--- src/rtl/mem_arbiter.sv ---
// Arbitrates the icache fill path and the dcache fill/write-back path onto one memory port.
// Each line transaction takes MEM_LATENCY cycles; simultaneous requests alternate round-robin.
module mem_arbiter #(
    parameter int ADDR_W      = 32,
    parameter int LINE_W      = 128,
    parameter int MEM_LATENCY = 5,
    parameter int CNT_W       = 32
) (
    input  logic              clk,
    input  logic              reset,
    input  logic              ic_req,
    input  logic [ADDR_W-1:0] ic_addr,
    output logic              ic_resp,
    output logic [LINE_W-1:0] ic_rdata,
    input  logic              dc_req,
    input  logic              dc_we,
    input  logic [ADDR_W-1:0] dc_addr,
    input  logic [LINE_W-1:0] dc_wdata,
    output logic              dc_resp,
    output logic [LINE_W-1:0] dc_rdata,
    output logic              mem_en,
    output logic              mem_we,
    output logic [ADDR_W-1:0] mem_addr,
    output logic [LINE_W-1:0] mem_wdata,
    input  logic [LINE_W-1:0] mem_rdata,
    output logic              busy,
    output logic [CNT_W-1:0]  ic_grants,
    output logic [CNT_W-1:0]  dc_grants
);

    localparam int LAT_W = $clog2(MEM_LATENCY + 1);
    localparam logic [LAT_W-1:0]  LAT_INIT  = LAT_W'(MEM_LATENCY - 2);
    localparam logic [ADDR_W-1:0] LINE_MASK = ~(ADDR_W'(LINE_W / 8 - 1));

    localparam logic [1:0] S_IDLE = 2'd0;
    localparam logic [1:0] S_BUSY = 2'd1;
    localparam logic [1:0] S_RESP = 2'd2;

    logic [1:0]        state_q, state_d;
    logic [LAT_W-1:0]  cnt_q, cnt_d;
    logic              owner_dc_q, owner_dc_d;
    logic              rr_dc_q, rr_dc_d;
    logic              we_q, we_d;
    logic [ADDR_W-1:0] addr_q, addr_d;
    logic [LINE_W-1:0] wdata_q, wdata_d;
    logic [LINE_W-1:0] ic_rdata_q, ic_rdata_d;
    logic [LINE_W-1:0] dc_rdata_q, dc_rdata_d;
    logic [CNT_W-1:0]  ic_grants_q, ic_grants_d;
    logic [CNT_W-1:0]  dc_grants_q, dc_grants_d;
    logic              pick_dc;

    // rr_dc_q set means the dcache wins a tie
    assign pick_dc = dc_req && (!ic_req || rr_dc_q);

    always_comb begin
        state_d     = state_q;
        cnt_d       = cnt_q;
        owner_dc_d  = owner_dc_q;
        rr_dc_d     = rr_dc_q;
        we_d        = we_q;
        addr_d      = addr_q;
        wdata_d     = wdata_q;
        ic_rdata_d  = ic_rdata_q;
        dc_rdata_d  = dc_rdata_q;
        ic_grants_d = ic_grants_q;
        dc_grants_d = dc_grants_q;
        case (state_q)
            S_IDLE: begin
                if (ic_req || dc_req) begin
                    state_d    = S_BUSY;
                    cnt_d      = LAT_INIT;
                    owner_dc_d = pick_dc;
                    rr_dc_d    = !pick_dc;
                    if (pick_dc) begin
                        we_d        = dc_we;
                        addr_d      = dc_addr & LINE_MASK;
                        wdata_d     = dc_wdata;
                        dc_grants_d = dc_grants_q + CNT_W'(1);
                    end else begin
                        we_d        = 1'b0;
                        addr_d      = ic_addr & LINE_MASK;
                        wdata_d     = '0;
                        ic_grants_d = ic_grants_q + CNT_W'(1);
                    end
                end
            end
            S_BUSY: begin
                if (cnt_q == '0) begin
                    state_d = S_RESP;
                    if (!we_q) begin
                        if (owner_dc_q) dc_rdata_d = mem_rdata;
                        else            ic_rdata_d = mem_rdata;
                    end
                end else begin
                    cnt_d = cnt_q - LAT_W'(1);
                end
            end
            S_RESP:  state_d = S_IDLE;
            default: state_d = S_IDLE;
        endcase
    end

    always_ff @(posedge clk or posedge reset) begin
        if (reset) begin
            state_q     <= S_IDLE;
            cnt_q       <= '0;
            owner_dc_q  <= 1'b0;
            rr_dc_q     <= 1'b1;
            we_q        <= 1'b0;
            addr_q      <= '0;
            wdata_q     <= '0;
            ic_rdata_q  <= '0;
            dc_rdata_q  <= '0;
            ic_grants_q <= '0;
            dc_grants_q <= '0;
        end else begin
            state_q     <= state_d;
            cnt_q       <= cnt_d;
            owner_dc_q  <= owner_dc_d;
            rr_dc_q     <= rr_dc_d;
            we_q        <= we_d;
            addr_q      <= addr_d;
            wdata_q     <= wdata_d;
            ic_rdata_q  <= ic_rdata_d;
            dc_rdata_q  <= dc_rdata_d;
            ic_grants_q <= ic_grants_d;
            dc_grants_q <= dc_grants_d;
        end
    end

    // The counter only holds LAT_INIT in the first BUSY cycle, so it doubles as the strobe marker
    assign mem_en    = (state_q == S_BUSY) && (cnt_q == LAT_INIT);
    assign mem_we    = we_q;
    assign mem_addr  = addr_q;
    assign mem_wdata = wdata_q;
    assign busy      = (state_q != S_IDLE);
    assign ic_resp   = (state_q == S_RESP) && !owner_dc_q;
    assign dc_resp   = (state_q == S_RESP) && owner_dc_q;
    assign ic_rdata  = ic_rdata_q;
    assign dc_rdata  = dc_rdata_q;
    assign ic_grants = ic_grants_q;
    assign dc_grants = dc_grants_q;

endmodule

--- config.mk ---
export PLATFORM = sky130hd
export DESIGN_NAME = mem_arbiter
export DESIGN_NICKNAME = d
export VERILOG_FILES = /design/src/rtl/mem_arbiter.sv
export SDC_FILE = /design/constraint.sdc
export NUM_CORES = 1
export LEC_CHECK = 0
export ABC_AREA = 1
export BUFFER_PORTS_ARGS = -buffer_cell sky130_fd_sc_hd__buf_2
export CAP_MARGIN = 20
export CORE_AREA = 2 2 312 314
export DETAILED_ROUTE_END_ITERATION = 12
export DIE_AREA = 0 0 314 316
export PLACE_DENSITY_LB_ADDON = 0.08
export SLEW_MARGIN = 20
export SYNTH_ARGS = -nofsm -noshare
export SYNTH_HDL_FRONTEND = slang
export SYNTH_SLANG_ARGS = --single-unit
--- constraint.sdc ---
create_clock -name clk -period 22.3 [get_ports clk]
set_input_delay 1.115 -clock clk [delete_from_list [all_inputs] [get_ports clk]]
set_output_delay 1.115 -clock clk [all_outputs]
set_load 0.01 [all_outputs]
== After elaboration in Yosys (flattened, before gate mapping) ==
Index checks and enable logic that the tools add are counted.
Word-level totals
  bits in registers: 488
  input port bits: 325
  output and inout bits: 485
  logic and storage cells: 52
Operators by class
  $add $sub $neg: 3
  equal/unequal tests: 6
  mux-type cells: 9
  bitwise gates (word level): 3
  reduce and logical (&&, ||, !) cells: 20
Operators with widths (number)
  2-to-1 mux 128 bit: 1
  adder 32 x 1 -> 32 bit, second input constant: 2
  2-to-1 mux 32 bit: 1
  AND reduction 3 bit: 3
  AND reduction 4 bit: 2
  2-to-1 mux 3 bit: 2
  != test 2 bit, second input constant: 3
  one-hot mux 3 bit (2 select lines): 1
  logical AND 1 bit: 4
  2-to-1 mux 2 bit: 2
  one-hot mux 2 bit (2 select lines): 1
  AND reduction 2 bit: 2
  nonzero test 2 bit: 2
  equality test 3 x 2 -> 1 bit, second input constant: 1
  zero test 1 bit: 3
  zero test 3 bit: 1
  inverter 1 bit: 3
  subtractor 3 x 1 -> 3 bit, second input constant: 1
  equality test 2 x 1 -> 1 bit, second input constant: 1
  equality test 2 bit, second input constant: 1
  zero test 2 bit: 1
  logical OR 1 bit: 2
  2-to-1 mux 1 bit: 1

== Logic depth before layout (Yosys ltp) ==
Gate-level depths: netlist of run 1.
  depth in word-level cells: 5
  gate-level depth with buffers: 10
  depth with buffers taken out: 10

== Worst setup path after synthesis of run 1 ==
Ideal clock, no wire load.
  path type: input-to-reg
  start: input port ic_req
  end: register ic_grants_q[18], in the netlist ic_grants[18]
  library setup time: 0.117 ns
  arrival: 2.045 ns
  data required time: 22.183 ns
  setup slack: 20.138 ns
  cell stages on the path: 9
  path buffers: 0
  path through: inv_1 a21oi_1 nand2_2 nor2_1 nand2_2 inv_1 nand2_1 nand2_1 nand2_1
On the way
  longest elaborated chain between the ends: 5
  elaborated cells between the ends (all ways): 6
  those cells by class: 1 x bitwise; 5 x reduce/logical
Ends and longest elaborated chain
  from (decl): RTL line 11  | input logic ic_req,
  zero test 1 bit: RTL line 53  | assign pick_dc = dc_req && (!ic_req || rr_dc_q);
  logical OR 1 bit: RTL line 53
  logical AND 1 bit: RTL line 53
  inverter 1 bit (no source line)
  AND reduction 3 bit (no source line) *
  to (signal assigned): RTL line 126  | ic_grants_q <= ic_grants_d;
  to (decl): RTL line 48  | logic [CNT_W-1:0] ic_grants_q, ic_grants_d;
Mark *: on every way between the ends. The rest lies on a longest branch, timed or not.
A chain may end at the register's enable or synchronous reset.

== Worst setup path in the final report of run 1 ==
  start: register cnt_q[0]
  end: register dc_rdata_q[85], in the netlist dc_rdata[85]
On the way
  longest elaborated chain between the ends: 2
Ends and longest elaborated chain
  from (decl): RTL line 40  | logic [LAT_W-1:0] cnt_q, cnt_d;
  from (signal assigned): RTL line 118  | cnt_q <= cnt_d;
  zero test 3 bit: RTL line 88  | if (cnt_q == '0) begin
  AND reduction 4 bit (no source line)
  to (signal assigned): RTL line 125  | dc_rdata_q <= dc_rdata_d;
  to (decl): RTL line 47  | logic [LINE_W-1:0] dc_rdata_q, dc_rdata_d;
Every way passes these cells.

==> flow_summary.toml, run 1 <==
[status]
status = "finished, final reports clean"

[clock_network]
h-tree-depth = 2
clkSinkCount = 484
post_cts_resized = 0
root_buffer = "clkbuf_16"
clk_path_buf_depth = 3
clock_latency_ns = 0.64
clk_pin_slew_worst_paths_ns = 0.06
cts-buffers-inserted = 61
cts_hold_buf = 0
cts_tree = "yes"
postCtsSetupRepairBufs = 0

[worst_setup_path]
cp_max_fo = 80
path_class = "flop to flop"
crit_arrival_ns = 4.28
cp.buffers_inverters = 4
start_kind = "flop"
path_common_cell = "buf_4"
slowest_delay_ns = 0.76
crit_chain = "inv_1, ha_1, nand2_1, nor2_4, nand3_4, buf_4, buf_4, buf_4, o21ai_0"
cp_top_family = "buffers and inverters"
crit_slowest_cell = "buf_4"
end_kind = "flop"
critPathRequiredTime_ns = 22.78

[sta]
rsz0062_at_grt = "false"
tightest_slew_ns = 1.26
fin_skew_ns = 0.0207
timing.hold.ws_ns = 0.480
period_share = 0.171
postLayoutSetupSlackWorst_ns = 18.50
fin_crit_ns = 3.80
slew_headroom = 0.157
hold_viol_final = 0
fmaxAchievable_mhz = 263
timing.setup.tns_ns = 0
drv_slew = 0
finalSetupViolations = 0

[synthesis]
yosys.area.top_type = "dfrtp_1"
netlist.area_leader.share = 0.629
synthCells = 1897
yosysWarnings = 0
synth_edf_count = 0
ys_seq_area_frac = 0.630
syn_area_per_cell_sq_um = 10.1
synth.cell_area_sq_mm = 0.0192
ys_top_cells_by_area = "dfrtp_1 (63%), nand2_1 (10%), a22o_1 (5.8%), o21ai_1 (5.4%), inv_1 (3.6%)"
synth_commonest_cells = "nand2_1 (522), dfrtp_1 (483), o21ai_1 (208)"
ys_async_sr_fraction = 1.00
ys_types = 32
synth_seq_cells = 484
ys.flop_type = "dfrtp_1"
synth_most_common_cell = "nand2_1"

[pwr]
power_frac_clock = 0.261
p_leak_nw = 14.1
p_comb_frac = 0.356
switchingPower_mw = 1.47
ir_drop_mv = 0.0528
power_per_cell_area_mw_per_mm2 = 148
seq_power_share = 0.383
p_sw_frac = 0.378
intPower_mw = 2.42

[place]
port_buffers = 797
dp_slack_ns = 18.32
hpwl_microns = 57500
globalplace.congestion = 0.811

[grt]
grt_max_degree = 219
antenna_found_initial = 11
gr-total-overflow = 0
grt_util_all_layers = 0.149
first_global_vias = 16414
grt_pass1_wl_microns = 111000

[floorplanning]
dieArea_sq_mm = 0.0992
die_w_microns = 314
io_pins = 810
die_h_microns = 316
row_count = 114
fp.coreArea_sq_mm = 0.0960
start_util = 0.200

[route]
avgRoutedWirePerCell_microns = 19.3
drt_pass1_iterations = 7
drt-vias-per-instance = 4.04
totalWireLength_microns = 77300
dr_total_vias = 16170
ant_nets = 0
drt_iter0_markers = 903
drc_errors = 0

[finish]
area_growth_pct = 37.1
nets = 3003
layout-drive-gt1-share = 0.342

[job]
cap_viol_max_count = 0

[hold_path]
min_path_type = "flop to flop"
## flip-flops by register name, indices dropped and copies added (netlist names), 2 cells and up
signal     count
state_q        2
mem_wdata    128
mem_addr      28
ic_grants     32
dc_rdata     128
dc_grants     32
cnt_q          3
ic_rdata     128
## routing by layer
metal | global-route usage | wire, microns
met1 | 0.175 | 30300
met2 | 0.258 | 38600
met3 | 0.0522 | 6490
met4 | 0.0408 | 1790
met5 | 0 | 49
## metrics by stage
| stage | power (mW) | utilization | area (sq um) | std cells |
|---|---|---|---|---|
| after CTS | 3.99 | 0.274 | 26300 | 4000 |
| after floorplan | 2.22 | - | 19200 | 1900 |
| final | 3.90 | 0.274 | 26300 | 4006 |
| after global routing | 4.18 | 0.274 | 26300 | 4003 |
| after global placement | 2.92 | 0.252 | 24200 | 3886 |
| after detailed placement | 2.94 | 0.252 | 24200 | 3886 |
## cell type report
cell class / count / area (sq um)
fillers: 10440 / 69700
clock buffers: 87 / 1800
well taps: 1276 / 1600
inverters: 189 / 719
multi-input cells: 1128 / 5700
repair buffers: 809 / 4100
flip-flops and latches: 484 / 12100
diodes: 6 / 15.0
clock inverters: 27 / 285
## power groups by stage
stage                     sequential (mW)  clock [mW]  combinational (mW)
final                                1.49        1.02                1.39
after global placement               1.49           0                1.42
after detailed placement             1.50           0                1.44
after CTS                            1.50        1.06                1.43
after global routing                 1.54        1.10                1.53
after floorplan                      1.68           0               0.544
## worst paths after layout
check	startpoint	end	slack, ns	cells past startpoint
max in group asynchronous	reset	mem_wdata[0]	19.44	4
setup / recovery	cnt_q[0]	dc_rdata[85]	18.50	9
hold reg to reg	ic_rdata[1]	ic_rdata[1]	0.48	2
min in group asynchronous	reset	dc_rdata[3]	0.67	2
setup reg to reg	cnt_q[0]	dc_rdata[85]	18.50	9
hold / removal	ic_rdata[1]	ic_rdata[1]	0.48	2
## worst reg2reg max path: stages (launching register included)
cell and delay (ns):
dfrtp_1 0.36, inv_1 0.08, ha_1 0.19, nand2_1 0.14, nor2_4 0.07, nand3_4 0.44, buf_4 0.64, buf_4 0.78
buf_4 0.72, o21ai_0 0.23
## cell usage in the layout, fill, tap and decap left out, drive strengths merged, types with 17 or more instances in the layout
cell type | Yosys | layout
a22o | 128 | 128
buf | 86 | 809
clkbuf | 13 | 87
clkinv | 0 | 18
dfrtp | 483 | 483
inv | 189 | 190
nand2 | 525 | 525
nand3 | 47 | 47
nand4 | 17 | 17
nor2 | 69 | 69
o21ai | 271 | 271
xnor2 | 18 | 18
## cells by family (layout without fill, tap and decap cells)
| family | Yosys count | after routing | synth area share |
|---|---|---|---|
| flops | 484 | 484 | 0.630 |
| xor+xnor | 31 | 31 | 0.0141 |
| compound gates | 402 | 402 | 0.130 |
| buf+inv | 288 | 1112 | 0.0736 |
| simple gates | 686 | 686 | 0.148 |
| other cells | 1 | 10 | 0.000195 |
| fa+ha+maj | 5 | 5 | 0.00326 |
No activity file was read; power rests on OpenSTA's default activity.
==> inputs of run 2 (changes only) <==
- clock period: 22.3 -> 3.1 ns (I/O delays scaled with it)
==> flow_summary.toml, run 2 (synthesis results as in run 1) <==
[job]
cap_viol_max_count = 0

[route]
drc_errors = 0
drt_iter0_markers = 907
drt_pass1_iterations = 5
totalWireLength_microns = 78100
drt-vias-per-instance = 4.01
ant_nets = 0
dr_total_vias = 17359
avgRoutedWirePerCell_microns = 18.0

[place]
placed_area_sq_mm = 0.0245
dp_cells = 3906
globalplace.congestion = 0.817
port_buffers = 797
hpwl_microns = 58400
dp_slack_ns = 0.815

[grt]
first_global_vias = 18061
grt_pass1_wl_microns = 115000
grt_max_degree = 174
gr-total-overflow = 0
grt_util_all_layers = 0.152
antenna_found_initial = 3

[worst_setup_path]
start_kind = "flop"
r2r_slack_ns = 0.32
cp_max_fo = 104
end_kind = "flop"
slowest_delay_ns = 0.55
path_class = "flop to flop"
crit_slowest_cell = "dlygate4sd3_1"
rr_startpoint = "state_q[0]"
crit_chain = "nor2_4, nand3_2, buf_4, inv_4, buf_12, nand2_1, nand3_1, dlygate4sd3_1"
critPathRequiredTime_ns = 3.68
crit_arrival_ns = 3.36
worstSetupStartpoint = "state_q[0]"

[finish]
regArea_sq_mm = 0.0121
fill_cells = 10284
multi_input_area_sq_mm = 0.00570
fin_area_sq_mm = 0.0296
layout_commonest_cell = "buf_2"
most-common-layout-cells = "buf_2 (797), nand2_1 (522), dfrtp_1 (483), dlygate4sd3_1 (316), o21ai_1 (208)"
layout-drive-gt1-share = 0.307
area_growth_pct = 54.1
instances_no_fill = 4332
nets = 3336

[sta]
fmaxAchievable_mhz = 359
hold_viol_final = 0
fin_crit_ns = 2.78
rsz0062_at_grt = "false"
finalSetupViolations = 0
postLayoutSetupSlackWorst_ns = 0.315
drv_slew = 0
tightest_slew_ns = 0.972
period_share = 0.898
timing.hold.ws_ns = 0.0841
slew_headroom = 0.349
fin_skew_ns = 0.0146

[clock_network]
h-tree-depth = 2
clk_path_buf_depth = 3
clock_latency_ns = 0.65
cts_tree = "yes"
post_cts_resized = 0
clkSinkCount = 484
root_buffer = "clkbuf_16"
clk_pin_slew_worst_paths_ns = 0.06
cts-buffers-inserted = 58

[pwr]
ir_drop_mv = 0.486
total_power_mw = 28.4
power_per_cell_area_mw_per_mm2 = 959
p_leak_nw = 15.6

[floorplanning]
fp.coreArea_sq_mm = 0.0960
dieArea_sq_mm = 0.0992
die_h_microns = 316
start_util = 0.200
die_w_microns = 314
row_count = 114
io_pins = 810

[hold_path]
min-delay-start = "dc_req"
min_path_type = "input port to flop"

[status]
status = "finished, final reports clean"
[run 2: timing repair]
item | CTS | global route
endpoints found under the hold margin | 508 | 0
setup buffers | 0 | 0
setup endpoints to repair | 0 | 0
hold buffers | 316 | 0
[run 2: metrics by stage]
stage / TNS, ns / utilization
after floorplan: -1747.77 / -
after global placement: 0 / 0.255
after detailed placement: 0 / 0.255
after CTS: 0 / 0.308
after global routing: 0 / 0.308
final: 0 / 0.308
[run 2: power breakdown]
| part | switching, mW | internal (mW) | total [mW] |
|---|---|---|---|
| Sequential | 1.56 | 9.17 | 10.7 |
| Clock | 2.85 | 4.05 | 6.90 |
| Combinational | 6.23 | 4.53 | 10.8 |
| Total | 10.6 | 17.8 | 28.4 |
[run 2: worst max-delay path: cells and delay by family (launching register included)]
family | cells | cell delay (ns)
buf+inv | 4 | 1.56
flops | 1 | 0.47
simple gates | 4 | 0.56
[run 2: final timing paths]
check                                      to  depth (start not counted)
worst min register to register  dc_rdata[100]                          2
worst min-delay path               owner_dc_q                          4
max in group asynchronous            cnt_q[0]                          5
min in group asynchronous        ic_rdata[32]                          3
worst max register to register   mem_addr[30]                          8
worst max-delay path             mem_addr[30]                          8
[run 2: area by class of cell]
class | instances | share of cell area
multi-input cells | 1128 | 0.193
repair buffers | 1145 | 0.255
clock buffers | 93 | 0.0596
well taps | 1276 | 0.0539
inverters | 189 | 0.0242
flip-flops and latches | 484 | 0.409
diodes | 2 | 0.000169
clock inverters | 15 | 0.00511
[run 2: layer usage]
layer  GRT usage  routed length (microns)
met5           0                       13
met4      0.0521                     2460
met3      0.0464                     5690
met2       0.259                    38200
met1       0.182                    31700
==> inputs of run 3 (changes only) <==
- CORE_AREA: 2 2 312 314 -> 2 2 314 316
- DIE_AREA: 0 0 314 316 -> 0 0 316 318
==> flow_summary.toml, run 3 (synthesis results as in run 1) <==
[grt]
grt_max_degree = 101
antenna_found_initial = 5
grt_pass1_wl_microns = 117000
first_global_vias = 17925
gr-total-overflow = 0
grt_util_all_layers = 0.153

[worst_setup_path]
critPathRequiredTime_ns = 3.67
end_kind = "flop"
crit_arrival_ns = 3.16
cp_max_fo = 52
path_class = "flop to flop"
r2r_slack_ns = 0.51
start_kind = "flop"

[job]
cap_viol_max_count = 0

[clock_network]
cts_tree = "yes"
clk_path_buf_depth = 3
clk_pin_slew_worst_paths_ns = 0.06
clkSinkCount = 484
h-tree-depth = 2
postCtsSetupRepairBufs = 0
clock_latency_ns = 0.63
cts-buffers-inserted = 59
root_buffer = "clkbuf_16"

[sta]
fin_crit_ns = 2.59
drv_slew = 0
rsz0062_at_grt = "false"
hold_viol_final = 0
postLayoutSetupSlackWorst_ns = 0.509
fin_skew_ns = 0.0137
fmaxAchievable_mhz = 386
finalSetupViolations = 0
slew_headroom = 0.345
period_share = 0.836
tightest_slew_ns = 0.979

[route]
drc_errors = 0
totalWireLength_microns = 79100
drt-vias-per-instance = 4.02
drt_iter0_markers = 782
drt_pass1_iterations = 6
dr_total_vias = 17388
ant_nets = 0
avgRoutedWirePerCell_microns = 18.3

[pwr]
ir_drop_mv = 0.410
p_leak_nw = 15.5
power_per_cell_area_mw_per_mm2 = 961

[floorplanning]
start_util = 0.197
die_h_microns = 318
fp.coreArea_sq_mm = 0.0974
row_count = 115
io_pins = 810
die_w_microns = 316
dieArea_sq_mm = 0.100

[place]
dp_slack_ns = 0.809
port_buffers = 797
hpwl_microns = 59100
globalplace.congestion = 0.824

[finish]
area_growth_pct = 53.7
utilization = 0.303
most-common-layout-cells = "buf_2 (797), nand2_1 (522), dfrtp_1 (483), dlygate4sd3_1 (314), o21ai_1 (208)"
nets = 3331
layout-drive-gt1-share = 0.304
layout_commonest_cell = "buf_2"

[status]
status = "finished, final reports clean"

[hold_path]
min_path_type = "input port to flop"
==> run 3: final timing paths <==
check / start / end / cells past startpoint
hold reg to reg: ic_rdata[101] / ic_rdata[101] / 2
setup reg to reg: state_q[0] / mem_addr[16] / 8
min in group asynchronous: reset / dc_rdata[125] / 3
hold / removal: dc_req / owner_dc_q / 4
max in group asynchronous: reset / dc_rdata[52] / 4
setup / recovery: state_q[0] / mem_addr[16] / 8
==> run 3: final cells by class <==
class | count | area, sq um
fill | 10325 | 67900
sequential | 484 | 12100
timing repair buffer | 1139 | 7530
multi-input combinational | 1128 | 5700
clock buffer | 82 | 1630
tap | 1287 | 1610
inverter | 189 | 716
clock inverter | 15 | 210
antenna | 5 | 12.5
==> run 3: what timing repair did <==
action,in CTS,in global routing
gates resized for setup,0,0
setup endpoints to repair,0,0
hold buffers,314,0
hold endpoints to repair,485,0
==> run 3: where the power goes <==
| group | switching (mW) | internal, mW |
|---|---|---|
| Clock | 2.75 | 4.04 |
| Sequential | 1.62 | 9.17 |
| Combinational | 6.24 | 4.55 |
| Total | 10.6 | 17.8 |
==> run 3: layer usage <==
layer  wire, microns  track usage  vias up
met3            6300       0.0492      111
met5               0            0        -
li1                -            -     8386
met2           39000        0.266      555
met1           31500        0.178     8336
met4            2320       0.0464        0
==> run 3: worst max-delay path, cell delays in order, from the launching register on <==
cell and delay, ns:
dfrtp_1 0.47, nor2_4 0.26, nand3_2 0.09, buf_4 0.22, inv_4 0.38, buf_12 0.32, nand2_1 0.08, nand3_1 0.09
dlygate4sd3_1 0.55
==> run 3: per-stage QoR <==
stage / power, mW / instances / cell area (sq um) / TNS [ns] / hold slack (ns)
2_1_floorplan: 16.0 / 1900 / 19200 / -1747.77 / 0.275
4_1_cts: 29.0 / 4324 / 29500 / 0 / 0.0347
5_1_grt: 30.4 / 4328 / 29500 / 0 / 0.0702
3_3_place_gp: 21.2 / 3913 / 24500 / 0 / 0.212
3_5_place_dp: 21.3 / 3913 / 24500 / 0 / 0.199
6_report: 28.4 / 4329 / 29500 / 0 / 0.0855
